===== src/rtl/spi_pkg.sv =====
// spi_pkg: shared frame geometry, FSM encoding, peripheral register map and timing limits
package spi_pkg;
  localparam int FRAME_BITS = 16;
  localparam int ADDR_W = 7;
  localparam int DATA_W = 8;
  localparam int MIN_TIMING = 3;
  localparam logic [ADDR_W-1:0] EN_OUT_LO = 7'h00;
  localparam logic [ADDR_W-1:0] EN_OUT_HI = 7'h01;
  localparam logic [ADDR_W-1:0] PWM_EN_LO = 7'h02;
  localparam logic [ADDR_W-1:0] PWM_EN_HI = 7'h03;
  localparam logic [ADDR_W-1:0] PWM_DUTY = 7'h04;
  typedef enum logic [2:0] {IDLE, LOW, HIGH, HOLD, GAP} state_t;
  function automatic int max3(int a, int b, int c);
    return a > b ? (a > c ? a : c) : (b > c ? b : c);
  endfunction
endpackage


===== src/rtl/spi_ctrl_timer.sv =====
// spi_ctrl_timer: loadable down-counter with zero flag, sized by the caller
module spi_ctrl_timer #(
  parameter int W = 3
) (
  input  logic         clk,
  input  logic         rst_n,
  input  logic         load,
  input  logic [W-1:0] load_val,
  output logic         zero
);
  logic [W-1:0] count;
  always_ff @(posedge clk or negedge rst_n)
    if (!rst_n) count <= '0;
    else if (load) count <= load_val;
    else if (count != '0) count <= count - 1'b1;
  assign zero = count == '0;
endmodule


===== src/rtl/spi_controller.sv =====
// spi_controller: SPI mode-0 initiator sending {rw, addr, data} frames MSB first.
// Define SPI_CTRL_READ_EN to add cipo capture with rd_data/rd_valid.
module spi_controller
  import spi_pkg::*;
#(
  parameter int CLK_DIV = 4,
  parameter int CS_HOLD = 4,
  parameter int GAP_CYCLES = 4
) (
  input  logic              clk,
  input  logic              rst_n,
  input  logic              req_valid,
  output logic              req_ready,
  input  logic              req_rw,
  input  logic [ADDR_W-1:0] req_addr,
  input  logic [DATA_W-1:0] req_data,
  output logic              busy,
  output logic              done,
  output logic              sclk,
  output logic              ncs,
  output logic              copi
`ifdef SPI_CTRL_READ_EN
  ,
  input  logic              cipo,
  output logic [DATA_W-1:0] rd_data,
  output logic              rd_valid
`endif
);
  generate
    if (CLK_DIV < MIN_TIMING || CS_HOLD < MIN_TIMING || GAP_CYCLES < MIN_TIMING) begin : g_bad_timing
      $error("spi_controller: CLK_DIV, CS_HOLD and GAP_CYCLES must each be >= 3");
    end
  endgenerate
  localparam int TW = $clog2(max3(CLK_DIV, CS_HOLD, GAP_CYCLES) + 1);
  localparam logic [TW-1:0] DIV_LD = TW'(CLK_DIV - 1);
  localparam logic [TW-1:0] HOLD_LD = TW'(CS_HOLD - 1);
  localparam logic [TW-1:0] GAP_LD = TW'(GAP_CYCLES - 1);
  state_t state, state_n;
  logic [FRAME_BITS-1:0] shift, shift_n;
  logic [3:0] bit_cnt, bit_cnt_n;
  logic sclk_n, ncs_n, copi_n, load, zero;
  logic [TW-1:0] load_val;
  spi_ctrl_timer #(.W(TW)) u_timer (
    .clk(clk), .rst_n(rst_n), .load(load), .load_val(load_val), .zero(zero)
  );
  always_comb begin
    state_n = state;
    shift_n = shift;
    bit_cnt_n = bit_cnt;
    sclk_n = sclk;
    ncs_n = ncs;
    copi_n = copi;
    load = 1'b0;
    load_val = DIV_LD;
    unique case (state)
      IDLE: if (req_valid) begin
        state_n = LOW;
        shift_n = {req_rw, req_addr, req_data};
        bit_cnt_n = '0;
        ncs_n = 1'b0;
        sclk_n = 1'b0;
        copi_n = req_rw;
        load = 1'b1;
      end
      LOW: if (zero) begin
        state_n = HIGH;
        sclk_n = 1'b1;
        load = 1'b1;
      end
      HIGH: if (zero) begin
        sclk_n = 1'b0;
        load = 1'b1;
        if (bit_cnt == 4'(FRAME_BITS - 1)) begin
          state_n = HOLD;
          load_val = HOLD_LD;
        end else begin
          state_n = LOW;
          bit_cnt_n = bit_cnt + 1'b1;
          shift_n = shift << 1;
          copi_n = shift[FRAME_BITS-2];
        end
      end
      HOLD: if (zero) begin
        state_n = GAP;
        ncs_n = 1'b1;
        copi_n = 1'b0;
        load = 1'b1;
        load_val = GAP_LD;
      end
      GAP: if (zero) state_n = IDLE;
      default: state_n = IDLE;
    endcase
  end
  always_ff @(posedge clk or negedge rst_n)
    if (!rst_n) begin
      state <= IDLE;
      shift <= '0;
      bit_cnt <= '0;
      sclk <= 1'b0;
      ncs <= 1'b1;
      copi <= 1'b0;
    end else begin
      state <= state_n;
      shift <= shift_n;
      bit_cnt <= bit_cnt_n;
      sclk <= sclk_n;
      ncs <= ncs_n;
      copi <= copi_n;
    end
  assign req_ready = state == IDLE;
  assign busy = state != IDLE;
  assign done = state == GAP && zero;
`ifdef SPI_CTRL_READ_EN
  logic [1:0] cipo_sync;
  logic [DATA_W-1:0] rd_shift;
  logic rw_q;
  // rd_data is loaded as ncs rises so it is already stable when done/rd_valid pulse
  always_ff @(posedge clk or negedge rst_n)
    if (!rst_n) begin
      cipo_sync <= '0;
      rd_shift <= '0;
      rd_data <= '0;
      rw_q <= 1'b0;
    end else begin
      cipo_sync <= {cipo_sync[0], cipo};
      if (state == IDLE && req_valid) rw_q <= req_rw;
      if (state == HIGH && zero && bit_cnt[3]) rd_shift <= {rd_shift[DATA_W-2:0], cipo_sync[1]};
      if (state == HOLD && zero && !rw_q) rd_data <= rd_shift;
    end
  assign rd_valid = done && !rw_q;
`endif
endmodule


===== config.mk =====
export PLATFORM = sky130hd
export DESIGN_NAME = spi_controller
export DESIGN_NICKNAME = d
export VERILOG_FILES = /design/src/rtl/spi_pkg.sv /design/src/rtl/spi_ctrl_timer.sv /design/src/rtl/spi_controller.sv
export SDC_FILE = /design/constraint.sdc
export NUM_CORES = 1
export LEC_CHECK = 0
export ABC_AREA = 1
export CORE_UTILIZATION = 38
export CTS_CLUSTER_SIZE = 28
export DETAILED_ROUTE_END_ITERATION = 10
export DONT_BUFFER_PORTS = 1
export PLACE_DENSITY_LB_ADDON = 0.05
export SYNTH_ARGS = -nofsm -noshare
export SYNTH_HDL_FRONTEND = slang
export SYNTH_SLANG_ARGS = --single-unit

===== constraint.sdc =====
create_clock -name clk -period 2.2 [get_ports clk]
set_input_delay 0.22 -clock clk [delete_from_list [all_inputs] [get_ports clk]]
set_output_delay 0.22 -clock clk [all_outputs]
set_load 0.01 [all_outputs]

==> results of run 1 <==
logic make-up after synthesis:
family / count (synthesis) / synth area share [%]
compound gates: 14 / 5.76
simple gates: 151 / 39.1
buf+inv: 21 / 6.79
xor+xnor: 2 / 1.12
fa+ha+maj: 3 / 2.40
flops: 28 / 44.8
layer usage:
metal / track usage [%] / vias up
li1: - / 678
met3: 2.24 / 5
met1: 20.0 / 601
met5: 0 / -
met4: 6.38 / 0
met2: 29.2 / 17
path summary, 6_finish.rpt:
kind / depth (start not counted) / start / slack [ns] / end
worst min register to register: 2 / shift[9] / 0.49 / shift[9]
max in group asynchronous: 2 / rst_n / 1.60 / ncs
worst max register to register: 7 / u_timer.count[0] / 0.51 / bit_cnt[1]
worst max-delay path: 4 / state[1] / 0.47 / busy
min in group asynchronous: 2 / rst_n / 0.36 / u_timer.count[2]
worst min-delay path: 2 / req_valid / 0.1 / shift[0]
cell usage after synthesis:
cell type  instances  area share [%]
a21oi_1            2            0.64
a21oi_4            1             1.0
buf_2              1            0.32
buf_4              3             1.4
buf_6              2             1.4
dfrtp_1           27              43
dfstp_2            1             1.7
ha_1               3             2.4
inv_1             12             2.9
inv_2              3            0.72
nand2_1          122              29
nand2_2            2            0.80
nand3_1           11             3.5
nand3_2            1            0.64
nand4_1            1            0.40
nor2_1             9             2.2
nor2_2             1            0.40
nor2_4             1            0.72
o211ai_1           1            0.48
o21ai_0            5             1.6
o21ai_1            3            0.96
o21ai_2            1            0.56
o21bai_1           1            0.48
or2_2              3             1.2
xnor2_1            1            0.56
xor2_1             1            0.56
report_power, final:
| part | switching [mW] | total, mW | leakage, nW | internal [mW] |
|---|---|---|---|---|
| logic | 0.868 | 1.30 | 0.548 | 0.434 |
| clock network | 0.159 | 0.289 | 0.0228 | 0.130 |
| registers | 0.164 | 0.917 | 0.352 | 0.753 |
| total | 1.19 | 2.51 | 0.922 | 1.32 |
worst register-to-register path, delay by kind of cell (launching register included):
kind / cells / cell delay [ns]
AND/OR/NAND/NOR: 3 / 0.60
buffers and inverters: 1 / 0.10
AO/OA/AOI/OAI: 2 / 0.30
adder cells (fa/ha/maj): 1 / 0.18
flip-flops: 1 / 0.39
what timing repair did:
item | 4_1_cts | 5_1_grt
hold buffers | 2 | 0
setup buffers | 0 | 0
endpoints found under the hold margin | 28 | 0
final cells by class:
class,instances,area share [%]
clock buffer,4,2.69
inverter,15,3.37
multi-input combinational,170,45.3
sequential,28,42.0
tap,48,3.59
timing repair buffer,5,3.14
metrics by stage:
stage / setup WS [ns] / hold WS (ns) / instance area (um^2) / power [mW] / utilization (%)
floorplan: 0.788 / -0.0756 / 1570 / 2.02 / -
global placement: 0.601 / -0.0748 / 1600 / 2.19 / 42.1
detailed placement: 0.533 / -0.0745 / 1600 / 2.23 / 42.1
CTS: 0.434 / 0.0948 / 1670 / 2.55 / 44.0
global route: 0.299 / 0.121 / 1670 / 2.79 / 44.0
finish: 0.473 / 0.0961 / 1670 / 2.51 / 44.0
flip-flops by register name, indices dropped and copies added, names as in the netlist:
register and count:
ncs 1, sclk 1, bit_cnt 4, u_timer.count 3, state 3, shift 15
copi 1
==> flow_summary.json, run 1 <==
{
  "status": "finished, final reports clean",
  "start_util_pct": 41.2,
  "synth_nets": 241,
  "cts-buffers-inserted": 3,
  "place_congestion": 0.783,
  "cp_max_fo": 6,
  "fin_crit_ns": 1.73,
  "hpwlAfterDp_um": 2310,
  "antenna_found_initial": 0,
  "endpoint_kind": "primary output",
  "cp.required_ns": 1.98,
  "setup_viol": 0,
  "maxCapViolCount": 0,
  "worst_slew_pin_slew_ns": 0.403,
  "setup_tns_ns": 0,
  "layout_commonest_cell": "nand2_1",
  "wl_met1_um": 1520,
  "hold_path_class": "in -> reg",
  "clock.fmax_ghz": 0.579,
  "syn_inst": 219,
  "cp.buffers_inverters": 2,
  "grt_pass1_wl_um": 5460,
  "avgSynthCellArea_um2": 7.15,
  "wl_per_cell_um": 12.0,
  "slowest_stage": "dfrtp_1",
  "grt_pass1_vias": 1256,
  "rsz0062_at_grt": "no",
  "drtIter0Drc": 98,
  "drtPass1Iterations": 4,
  "wl_met3_um": 97,
  "antenna_left": 0,
  "ir_worst_vdd_v": 0.000490,
  "multi_input_area_um2": 757,
  "slew_violations": 0,
  "synth_cell_types": 26,
  "powerDensity_nw_per_um2": 1500,
  "globalRouteOverflowTotal": 0,
  "cts_tree": "yes",
  "critPathKind": "reg -> out",
  "synth_area_um2": 1570,
  "area_growth_pct": 6.87,
  "arrival_ns": 1.51,
  "h-tree-depth": 1,
  "register_area_um2": 702,
  "p_leak_nw": 0.922,
  "ys_ff_latch": 28,
  "grt_max_degree": 29,
  "fillers": 419,
  "die_w_um": 66.2,
  "wl_met2_um": 1570,
  "drt_wl_total_um": 3240,
  "rows": 22,
  "ys_warn_count": 0,
  "io_pins": 25,
  "clock_sinks": 28,
  "antenna_cells": 0,
  "ys_seq_area_share_pct": 44.8,
  "drive_above_1_share_pct": 9.46,
  "via_per_inst": 4.82,
  "slowest_delay_ns": 0.45,
  "final_cells": 270,
  "top_layer": "met4",
  "fin_nets": 245,
  "finalHoldViolations": 0,
  "cts_buffer_depth": 2,
  "clk_pin_slew_worst_paths_ns": 0.09,
  "clock_skew_ns": 0.00415,
  "crit_top_cell": "inv_1",
  "grt_util_all_layers_pct": 16.5,
  "cts_resized": 0,
  "clock_latency_ns": 0.28,
  "final_cell_mix": "122 x nand2_1, 27 x dfrtp_1, 12 x inv_1",
  "crit_chain": "nor2_2 > inv_1 > nor2_1 > inv_1",
  "slew_headroom_pct": 73.0,
  "clockRootBuffer": "clkbuf_8",
  "drc": 0,
  "die-area_um2": 4380,
  "post-place-cells": 264,
  "start_kind": "flop",
  "dr_total_vias": 1301,
  "die_y_um": 66.2,
  "core_area_um2": 3800,
  "fin_crit_sh_pct": 78.5,
  "portBuffers": 0,
  "cp_top_family": "simple AND/OR/NAND/NOR gates"
}
(Power assumes the default switching activity.)
==> run 2: changes to the inputs <==
==> constraint.sdc (replaced) <==
create_clock -name clk -period 1.77 [get_ports clk]
set_input_delay 0.177 -clock clk [delete_from_list [all_inputs] [get_ports clk]]
set_output_delay 0.177 -clock clk [all_outputs]
set_load 0.01 [all_outputs]
==> run 2 against run 1 <==
Final cell count increased by 0.74%; clock power increased by 78%; critical path type unchanged; design area increased by 2.5%.
==> flow_summary.json, run 2 (synthesized netlist as in run 1, its figures left out) <==
{
  "drt_wl_total_um": 3230,
  "p_leak_nw": 0.945,
  "slowest_delay_ns": 0.40,
  "grt_util_all_layers_pct": 17.4,
  "rows": 22,
  "fillers": 397,
  "grt_pass1_wl_um": 5750,
  "hold_depth": 2,
  "finalHoldViolations": 0,
  "largest_reg_flops": 15,
  "start_kind": "flop",
  "clk_pin_slew_worst_paths_ns": 0.10,
  "cts_tree": "yes",
  "clockRootBuffer": "clkbuf_8",
  "hpwlAfterDp_um": 2270,
  "drc": 0,
  "layout_commonest_cell": "nand2_1",
  "clock.fmax_ghz": 0.628,
  "arrival_ns": 1.41,
  "slew_headroom_pct": 72.7,
  "slowest_stage": "dfrtp_1",
  "final_cell_mix": "122 x nand2_1, 27 x dfrtp_1, 12 x inv_1",
  "cts-buffers-inserted": 3,
  "setup_tns_ns": 0,
  "drive_above_1_share_pct": 10.7,
  "hp-start": "req_valid",
  "worst_slew_pin_slew_ns": 0.408,
  "powerDensity_nw_per_um2": 1920,
  "ir_worst_vdd_v": 0.00101,
  "start_util_pct": 41.2,
  "portBuffers": 0,
  "postLayoutCellArea_um2": 1710,
  "hold_path_class": "in -> reg",
  "core_area_um2": 3800,
  "h-tree-depth": 1,
  "clock_skew_ns": 0.00471,
  "slew_violations": 0,
  "regToRegStartpoint": "bit_cnt[0]",
  "wl_per_cell_um": 11.9,
  "cp_max_fo": 8,
  "post_cts_buffers": 0,
  "cts_buffer_depth": 2,
  "io_pins": 25,
  "clock_sinks": 28,
  "antenna_cells": 0,
  "fin_nets": 247,
  "die-area_um2": 4380,
  "fin_crit_ns": 1.59,
  "crit_path_start": "u_timer.count[0]",
  "maxCapViolCount": 0,
  "antenna_found_initial": 0,
  "final.setup.worst_slack_ns": 0.179,
  "endpoint_kind": "primary output",
  "r2r_slack_ns": 0.23,
  "grt_pass1_vias": 1323,
  "dr_total_vias": 1320,
  "die_y_um": 66.2,
  "antenna_left": 0,
  "worstRegToRegCells": 7,
  "drtIter0Drc": 67,
  "power_mw": 3.30,
  "grt_max_degree": 29,
  "dp_slack_ns": 0.210,
  "place_congestion": 0.893,
  "globalRouteOverflowTotal": 0,
  "rsz0062_at_grt": "no",
  "regMostFlops": "shift",
  "largestRegisters": "shift: 15 flops, bit_cnt: 4 flops",
  "reg2reg_to": "shift[11]",
  "area_growth_pct": 9.51,
  "critPathKind": "reg -> out",
  "clock_latency_ns": 0.28,
  "via_per_inst": 4.85,
  "postLayoutCoreUtil_pct": 45.1,
  "drtPass1Iterations": 4,
  "placed_area_um2": 1610,
  "setup_viol": 0,
  "worstHoldEndpoint": "shift[0]",
  "fin_crit_sh_pct": 89.9,
  "die_w_um": 66.2,
  "status": "finished, final reports clean",
  "cp.required_ns": 1.59,
  "crit_chain": "inv_1 > ha_1 > nand2_1 > buf_4 > nor2_1"
}
-- run 2: layout make-up --
cell class | instances | area [um^2] | area share [%]
Clock buffer | 3 | 41.3 | 2.41
Clock inverter | 1 | 30.0 | 1.75
Inverter | 15 | 56.3 | 3.28
Multi-Input combinational cell | 170 | 757 | 44.2
Sequential cell | 28 | 702 | 40.9
Tap cell | 48 | 60.1 | 3.50
Timing Repair Buffer | 7 | 67.6 | 3.94
-- run 2: power breakdown --
group	switching (mW)	total (mW)	internal, mW
registers	0.204	1.14	0.936
clock network	0.210	0.513	0.303
logic	1.07	1.64	0.570
total	1.49	3.30	1.81
-- run 2: critical path: cells and delay by family (launching register included) --
kind / cells / cell delay [ns]
buf+inv: 2 / 0.27
fa+ha+maj: 1 / 0.17
flops: 1 / 0.40
simple gates: 2 / 0.31
-- run 2: what timing repair did --
action / 4_1_cts / 5_1_grt
hold endpoints to repair: 28 / 0
setup endpoints to repair: 0 / 0
resized for setup: 0 / 0
hold buffers: 2 / 0
-- run 2: worst max-delay path by stage --
stage,to,slack [ns],depth (start not counted)
after floorplan,shift[12],0.36,9
after global placement,bit_cnt[2],0.27,7
after detailed placement,bit_cnt[2],0.21,7
after CTS,done,0.17,5
after global routing,bit_cnt[1],0.07,7
final,done,0.18,5
-- run 2: metrics by stage --
stage,cells,hold slack [ns]
finish,272,0.0454
global placement,266,-0.118
CTS,272,0.0398
detailed placement,266,-0.118
floorplan,219,-0.119
global route,272,0.0552
-- run 2: per-layer routing --
layer | GRT usage, % | up-vias | wire length [um]
met4 | 5.59 | 0 | 48
met5 | 0 | - | 0
met3 | 4.31 | 7 | 149
met2 | 30.1 | 29 | 1570
li1 | - | 680 | -
met1 | 20.9 | 604 | 1470
